--- config.mk ---
export PLATFORM = sky130hd
export DESIGN_NAME = mdu_32
export DESIGN_NICKNAME = d
export VERILOG_FILES = /design/src/rtl/cpu_pkg.sv /design/src/rtl/mdu_32.sv
export SDC_FILE = /design/constraint.sdc
export NUM_CORES = 1
export LEC_CHECK = 0
export ABC_AREA = 1
export CAP_MARGIN = 20
export CORE_MARGIN = 3
export CORE_UTILIZATION = 40
export DETAILED_ROUTE_END_ITERATION = 8
export MAX_ROUTING_LAYER = met4
export PLACE_DENSITY = 0.7
export REMOVE_ABC_BUFFERS = 1
export SYNTH_ARGS = -nofsm -noshare
export SYNTH_HDL_FRONTEND = slang
export SYNTH_SLANG_ARGS = --single-unit
--- constraint.sdc ---
create_clock -name clk -period 3.1 [get_ports clk]
set_input_delay 0.93 -clock clk [delete_from_list [all_inputs] [get_ports clk]]
set_output_delay 0.93 -clock clk [all_outputs]
set_load 0.01 [all_outputs]
--- src/rtl/cpu_pkg.sv ---
// rtl/cpu_pkg.sv - shared CPU types and constants for the multiply/divide unit
package cpu_pkg;

    localparam int ITER = 32;

    typedef enum logic [1:0] {
        MDU_MULT  = 2'b00,
        MDU_MULTU = 2'b01,
        MDU_DIV   = 2'b10,
        MDU_DIVU  = 2'b11
    } mdu_op_e;

    typedef enum logic [1:0] {
        MDU_IDLE = 2'b00,
        MDU_CALC = 2'b01,
        MDU_FIX  = 2'b10
    } mdu_state_e;

    // Bit 0 of the op code is clear for the signed variants.
    function automatic logic mdu_is_signed(input logic [1:0] o);
        return ~o[0];
    endfunction

    // Bit 1 of the op code selects the divide datapath.
    function automatic logic mdu_is_div(input logic [1:0] o);
        return o[1];
    endfunction

endpackage

--- src/rtl/mdu_32.sv ---
// rtl/mdu_32.sv - iterative 32-bit multiply/divide unit with HI/LO registers
module mdu_32
    import cpu_pkg::*;
#(
    parameter int WIDTH = 32
) (
    input  logic             clk,
    input  logic             rst_n,
    input  logic             start,
    input  logic [1:0]       op,
    input  logic [WIDTH-1:0] a,
    input  logic [WIDTH-1:0] b,
    input  logic             flush,
    input  logic             hi_we,
    input  logic             lo_we,
    input  logic [WIDTH-1:0] wdata,
    output logic             busy,
    output logic             done,
    output logic [WIDTH-1:0] hi,
    output logic [WIDTH-1:0] lo
);

    mdu_state_e         state_q, state_d;
    mdu_op_e            op_q, op_d;
    logic               sa_q, sa_d;
    logic               sb_q, sb_d;
    logic [WIDTH-1:0]   opa_q, opa_d;
    logic [WIDTH-1:0]   opb_q, opb_d;
    logic [5:0]         cnt_q, cnt_d;
    logic [2*WIDTH-1:0] work_q, work_d;
    logic [WIDTH-1:0]   hi_q, hi_d;
    logic [WIDTH-1:0]   lo_q, lo_d;
    logic               done_q, done_d;

    logic [WIDTH:0]     mul_sum;
    logic [WIDTH:0]     div_part;
    logic [WIDTH:0]     div_diff;
    logic               div_ok;
    logic [WIDTH-1:0]   div_rem;
    logic               res_signed;
    logic               res_neg;
    logic               div_zero;
    logic               start_signed;
    logic [2*WIDTH-1:0] prod_fix;
    logic [WIDTH-1:0]   quot_fix;
    logic [WIDTH-1:0]   rem_fix;
    logic [WIDTH-1:0]   a_orig;

    // Operand magnitudes stay fixed during CALC; the counter picks the current bit.
    // Multiply: add the multiplicand into the upper half, then shift the accumulator right.
    assign mul_sum  = {1'b0, work_q[2*WIDTH-1:WIDTH]} + (opb_q[cnt_q[4:0]] ? {1'b0, opa_q} : '0);

    // Divide: remainder lives in the upper half, quotient bits shift into the lower half.
    // The remainder is always below the divisor, so bit 32 of the trial difference is the borrow.
    assign div_part = {work_q[2*WIDTH-1:WIDTH], opa_q[~cnt_q[4:0]]};
    assign div_diff = div_part - {1'b0, opb_q};
    assign div_ok   = ~div_diff[WIDTH];
    assign div_rem  = div_ok ? div_diff[WIDTH-1:0] : div_part[WIDTH-1:0];

    assign res_signed   = mdu_is_signed(op_q);
    assign res_neg      = res_signed & (sa_q ^ sb_q);
    assign div_zero     = (opb_q == '0);
    assign start_signed = mdu_is_signed(op);
    assign prod_fix     = res_neg ? -work_q : work_q;
    assign quot_fix     = res_neg ? -work_q[WIDTH-1:0] : work_q[WIDTH-1:0];
    assign rem_fix      = (res_signed & sa_q) ? -work_q[2*WIDTH-1:WIDTH] : work_q[2*WIDTH-1:WIDTH];
    // Recover the original dividend for the divide-by-zero result.
    assign a_orig       = (res_signed & sa_q) ? -opa_q : opa_q;

    assign busy = (state_q != MDU_IDLE);
    assign done = done_q;
    assign hi   = hi_q;
    assign lo   = lo_q;

    // Next-state, datapath step and HI/LO update logic.
    always_comb begin
        state_d = state_q;
        op_d    = op_q;
        sa_d    = sa_q;
        sb_d    = sb_q;
        opa_d   = opa_q;
        opb_d   = opb_q;
        cnt_d   = cnt_q;
        work_d  = work_q;
        hi_d    = hi_q;
        lo_d    = lo_q;
        done_d  = 1'b0;
        case (state_q)
            MDU_IDLE: begin
                if (start && !flush) begin
                    state_d = MDU_CALC;
                    op_d    = mdu_op_e'(op);
                    sa_d    = a[WIDTH-1];
                    sb_d    = b[WIDTH-1];
                    opa_d   = (start_signed && a[WIDTH-1]) ? -a : a;
                    opb_d   = (start_signed && b[WIDTH-1]) ? -b : b;
                    cnt_d   = '0;
                    work_d  = '0;
                end else if (!start) begin
                    if (hi_we) hi_d = wdata;
                    if (lo_we) lo_d = wdata;
                end
            end
            MDU_CALC: begin
                if (flush) begin
                    state_d = MDU_IDLE;
                end else begin
                    if (mdu_is_div(op_q)) begin
                        work_d = {div_rem, work_q[WIDTH-2:0], div_ok};
                    end else begin
                        work_d = {mul_sum, work_q[WIDTH-1:1]};
                    end
                    cnt_d = cnt_q + 6'd1;
                    if (cnt_q == 6'(ITER - 1)) state_d = MDU_FIX;
                end
            end
            MDU_FIX: begin
                state_d = MDU_IDLE;
                if (!flush) begin
                    done_d = 1'b1;
                    if (mdu_is_div(op_q)) begin
                        if (div_zero) begin
                            hi_d = a_orig;
                            lo_d = {WIDTH{1'b1}};
                        end else begin
                            hi_d = rem_fix;
                            lo_d = quot_fix;
                        end
                    end else begin
                        hi_d = prod_fix[2*WIDTH-1:WIDTH];
                        lo_d = prod_fix[WIDTH-1:0];
                    end
                end
            end
            default: state_d = MDU_IDLE;
        endcase
    end

    // State and datapath registers with synchronous active-low reset.
    always_ff @(posedge clk) begin
        if (!rst_n) begin
            state_q <= MDU_IDLE;
            op_q    <= MDU_MULT;
            sa_q    <= 1'b0;
            sb_q    <= 1'b0;
            opa_q   <= '0;
            opb_q   <= '0;
            cnt_q   <= '0;
            work_q  <= '0;
            hi_q    <= '0;
            lo_q    <= '0;
            done_q  <= 1'b0;
        end else begin
            state_q <= state_d;
            op_q    <= op_d;
            sa_q    <= sa_d;
            sb_q    <= sb_d;
            opa_q   <= opa_d;
            opb_q   <= opb_d;
            cnt_q   <= cnt_d;
            work_q  <= work_d;
            hi_q    <= hi_d;
            lo_q    <= lo_d;
            done_q  <= done_d;
        end
    end

endmodule

### Word-level counts from Yosys, hierarchy flattened

Cells that the tools add are included.

* input bits: 104
* word-level logic and storage cells: 93
* output and inout bits: 66
* bits in registers: 205

* reduce and logical (&&, ||, !) cells: 15
* add/sub/neg operators: 9
* order comparisons: 2
* bitwise logic cells: 7
* equal/unequal tests: 11
* multiplexer cells: 38

Operators by type and width (count)
* $mux 32: 19
* $mux 64: 4
* $neg 32->32: 5
* $pmux 32 s2: 2
* $pmux 64 s2: 1
* $neg 64->64: 1
* $add 32x32->33: 1
* $sub 33x32->33: 1
* $logic_not 32->1: 1
* $ne 2x2->1 const B: 7
* $lt 5x6->1 const B: 2
* $mux 6: 2
* $pmux 6 s2: 1
* $bmux 1 s5: 2
* $reduce_and 5->1: 2
* $add 6x1->6 const B: 1
* $eq 6x5->1 const B: 1
* $mux 2: 3
* $reduce_and 2->1: 3
* $reduce_bool 2->1: 3
* $not 5->5: 1
* $pmux 2 s2: 1
* $logic_and 1x1->1: 3
* $mux 1: 3
* other kinds (9): 12

### Logic depth before layout (Yosys ltp)

Gate-level depths: netlist (run 1).

* word-level depth: 8
* gate-level depth with buffers: 29
* gate-level depth less buffers: 26

### Worst setup path after synthesis (run 1)

Ideal clock, no wire load.

* path kind: flip-flop to flip-flop
* from: register cnt_q[0]
* to: register work_q[61]
* clock period less this slack: 3.183 ns
* path slack: -0.083 ns
* data required time: 2.965 ns
* arrival: 3.048 ns
* library setup time: 0.135 ns
* stages on the path, launching flop included: 29
* cells stage by stage: dfxtp_1 -> buf_2 -> inv_1 -> buf_2 -> a21oi_1 -> o21ai_0 -> nand3_1 -> nand3_1 -> nand4_1 -> o21ai_1 -> buf_2 -> nor2_1 -> ha_1 -> inv_1 -> fa_1 -> inv_1 -> nand3_1 -> nand3_1 -> nand2_1 -> nand2_1 -> nand2_1 -> nand2_1 -> nand2_1 -> nand3_1 -> nand3_1 -> nand2_1 -> inv_1 -> nand2_1 -> a21oi_1

* word-level cells in the longest chain between the ends: 8

Ends and longest elaborated chain
* from (decl): RTL line mdu_32.sv:29 `logic [5:0] cnt_q, cnt_d;`
* from (signal assigned): RTL line mdu_32.sv:160 `cnt_q <= cnt_d;`
* $not 5->5: RTL line mdu_32.sv:55 `assign div_part = {work_q[2*WIDTH-1:WIDTH], opa_q[~cnt_q[4:0]]};`
* $bmux 1 s5: RTL line mdu_32.sv:55
* $mux 1 (not written as such): RTL line mdu_32.sv:55
* $sub 33x32->33: RTL line mdu_32.sv:56 `assign div_diff = div_part - {1'b0, opb_q};`
* $mux 32: RTL line mdu_32.sv:58 `assign div_rem = div_ok ? div_diff[WIDTH-1:0] : div_part[WIDTH-1:0];`
* $mux 64 *: RTL line mdu_32.sv:108 `if (mdu_is_div(op_q)) begin`
* $mux 64 *: RTL line mdu_32.sv:105 `if (flush) begin`
* $pmux 64 s2 *: RTL line mdu_32.sv:88 `case (state_q)`
* to (signal assigned): RTL line mdu_32.sv:161 `work_q <= work_d;`
* to (decl): RTL line mdu_32.sv:30 `logic [2*WIDTH-1:0] work_q, work_d;`

Every way passes the cells marked *; elsewhere a longest branch is shown, timed or not. The select of a mux whose other input is x is not followed.
A chain may end at the register's enable or synchronous reset.

### Worst setup path in the final report (run 1)

* from: register cnt_q[0]
* to: register work_q[49]

Same word-level chain as after synthesis.

==> flow_summary_export.csv, run 1 <==
group,metric,value,unit
logic_synthesis,ys.flop_type,"dfxtp_1",
sta,relSlewSlack,48.1,%
detailed_routing,wl,85400,um
detailed_routing,drt_iter0_drc,2591,
layout,num-nets-final,4182,
sta,hold_violations,0,
setup_path,r2r-start,"cnt_q[0]",
clock_network,cts_tree,"yes",
logic_synthesis,syn-cell-area,20500,um2
logic_synthesis,synthXorXnorAreaFrac,4.56,%
power_and_ir_drop,power.density,348,nW/um2
detailed_routing,postRouteAntennaNets,0,
clock_network,clk_pin_slew,0.06,ns
logic_synthesis,yosysWarnings,0,
clock_network,cts_max_level,1,
setup_path,worstPathArrival,3.87,ns
floorplan,ios,170,
sta,worst_pin_slew,0.777,ns
logic_synthesis,synth_top_family_by_area,"simple AND/OR/NAND/NOR gates",
sta,skew,0.0110,ns
clock_network,cts-root-buf,"clkbuf_16",
layout,area_growth,28.0,%
logic_synthesis,synthTopCellsByArea,"dfxtp_1, nand2_1, inv_1, a21oi_1, nand3_1",
global_routing,antenna_found_initial,3,
layout,drive_above_1_share,13.5,%
worst_hold_path,hold_class,"reg2reg",
layout,layout_commonest_cell,"nand2_1",
detailed_routing,drc,0,
logic_synthesis,async_flop_share,0,%
layout,stdcell_count,4697,
global_routing,grt_remaining_overflow,0,
logic_synthesis,synthCells,3692,
sta,post-route-min-period,3.39,ns
place,dpl.cell_count,4623,
power_and_ir_drop,power,9.14,mW
power_and_ir_drop,p_leak,12.7,nW
clock_network,cts_buffers,24,
setup_path,crit_end,"work_q[49]",
global_routing,grt_pass1_vias,22696,
logic_synthesis,synth_top_cell_by_area,"dfxtp_1",
sta,slew_violations,0,
logic_synthesis,syn_avg_cell_area,5.56,um2
place,place.gp.congestion,1.06,
floorplan,dieWidth,233,um
floorplan,dieArea,54100,um2
clock_network,clock_path_buffers,3,
sta,finalWorstSetupSlack,-0.291,ns
sta,setup_viol,33,
sta,finalSetupTns,-5.75,ns
logic_synthesis,synth_cell_type_count,54,
detailed_routing,dr.pass1.iters,6,
logic_synthesis,synth_top_area_share,20.0,%
floorplan,initial_utilization,40.7,%
sta,finalCritPeriodShare,109,%
status,status,"finished, violations left",
layout,final_core_utilization,52.1,%
clock_network,cts_num_sinks,205,
setup_path,endpoint_kind,"flop",
sta,rsz0062_at_grt,"yes",
detailed_routing,vias,25527,
detailed_routing,wl_per_cell,18.2,um
detailed_routing,vias_per_cell,5.43,
global_routing,grt.total_usage,31.1,%
setup_path,reg2regPathDepth,22,
setup_path,crit_fanout,9,
sta,fmax,295,MHz
place,dpl.hpwl,66800,um
setup_path,cp-start-kind,"flop",
place,place_ws,-0.393,ns
global_routing,grt_max_degree,134,
logic_synthesis,synth_edf_count,0,
clock_network,clk_latency,0.55,ns
floorplan,core_area,50500,um2
setup_path,startpoint,"cnt_q[0]",
power_and_ir_drop,irDropWorstVdd,0.351,mV
logic_synthesis,synth-simple-area-share,38.5,%
logic_synthesis,postSynthRegisterBits,205,
setup_path,critPathKind,"reg2reg",
status,violations,"setup timing",
run,drv_cap,0,
worst_hold_path,min_delay_path_depth,1,
logic_synthesis,yosys.area_share.adder,4.46,%
floorplan,num_rows,82,
setup_path,crit_required,3.58,ns
place,io_buffers,169,
global_routing,grt_pass1_wl,129000,um
logic_synthesis,muxShareOfSynthArea,0,%
setup_path,reg2reg_slack,-0.29,ns
floorplan,die_y,233,um
logic_synthesis,synth_seq_area_share,20.0,%
logic_synthesis,synth_compound_area_share,19.7,%
setup_path,timing.rr.end,"work_q[49]",
layout,final_cell_mix,"nand2_1, inv_1, nor2_1",
power breakdown:
part           switching, mW  leakage (nW)  internal (mW)
sequential             0.127          1.68           2.80
clock                   1.21         0.424           1.93
combinational           1.94          10.6           1.13
metrics by stage:
stage | hold WS [ns] | area (um2)
after floorplan | 0.425 | 19800
after global placement | 0.440 | 24400
after detailed placement | 0.443 | 24400
after CTS | 0.454 | 25800
after global routing | 0.483 | 26300
final | 0.452 | 26300
synthesized netlist by cell type (11+ instances only):
| master | n |
|---|---|
| nand2_2 | 11 |
| nor3_1 | 37 |
| nand4_1 | 56 |
| inv_2 | 18 |
| clkbuf_1 | 100 |
| nor2_1 | 369 |
| buf_2 | 35 |
| o21ai_0 | 303 |
| nand3b_1 | 11 |
| ha_1 | 70 |
| a21oi_2 | 11 |
| xor2_1 | 87 |
| inv_1 | 499 |
| dfxtp_1 | 205 |
| a31oi_1 | 12 |
| buf_1 | 12 |
| nand2_1 | 996 |
| a21oi_1 | 360 |
| o211ai_1 | 19 |
| o21ai_1 | 22 |
| nand3_1 | 341 |
| xnor2_1 | 20 |
| nor2_2 | 12 |
layer usage:
| metal | wire length [um] | GRT usage, % |
|---|---|---|
| met5 | 0 | - |
| met4 | 2980 | 10.0 |
| met3 | 7850 | 4.08 |
| met2 | 36700 | 46.5 |
| met1 | 37800 | 43.2 |
final cells by class:
type / count / area, um2
Sequential cell: 205 / 4110
Tap cell: 672 / 841
Inverter: 519 / 1950
Antenna cell: 1 / 2.50
Timing Repair Buffer: 444 / 4050
Clock inverter: 14 / 200
Multi-Input combinational cell: 2812 / 14500
Clock buffer: 30 / 664
Fill cell: 5352 / 24200
flip-flops by register name (all words and copies together), names as in the netlist:
| signal | flops |
|---|---|
| cnt_q | 6 |
| lo | 32 |
| op_q | 2 |
| work_q | 64 |
| hi | 32 |
| done | 1 |
| opb_q | 32 |
| sa_q | 1 |
| state_q | 2 |
| opa_q | 32 |
| sb_q | 1 |
logic make-up after synthesis:
logic type,Yosys count
AND/OR/NAND/NOR,1866
AO/OA/AOI/OAI,766
buffers and inverters,676
flip-flops,205
XOR/XNOR,107
adder cells (fa/ha/maj),72
what timing repair did:
item | in CTS | in global routing
hold buffers | 0 | 0
resized for setup | 115 | 94
setup endpoints to repair | 33 | 33
setup buffers | 12 | 12
cloned | 4 | 2
hold endpoints to repair | 0 | 0
pin swaps | 31 | 40
worst min path at each step:
stage                         from        to
after global placement    cnt_q[5]  cnt_q[5]
after global routing      cnt_q[5]  cnt_q[5]
after CTS                 cnt_q[5]  cnt_q[5]
after detailed placement  cnt_q[5]  cnt_q[5]
final                     cnt_q[5]  cnt_q[5]
after floorplan           cnt_q[5]  cnt_q[5]
critical path, cell delays in order, from the launching register on:
cell and delay [ns]:
dfxtp_4 0.40, clkbuf_16 0.18, o21ai_1 0.15, nand3_1 0.11
nand3_2 0.08, nand3_2 0.08, o21ai_4 0.41, buf_6 0.20
nor2_1 0.05, ha_1 0.37, nand2_2 0.13, nor2_2 0.12
buf_4 0.12, nand2_1 0.07, inv_1 0.09, nand4_1 0.17
nand3_1 0.13, nand2_1 0.05, nand3_1 0.08, nand2_1 0.07
inv_1 0.07, nand2_1 0.07, a21oi_1 0.12
Power figures use the tool's default switching activity.
==> inputs of run 2 (changes only) <==
SLEW_MARGIN = 0   (was default)
==> results of run 2 <==
No change in the layout: final DEF, timing and power equal those of run 1.
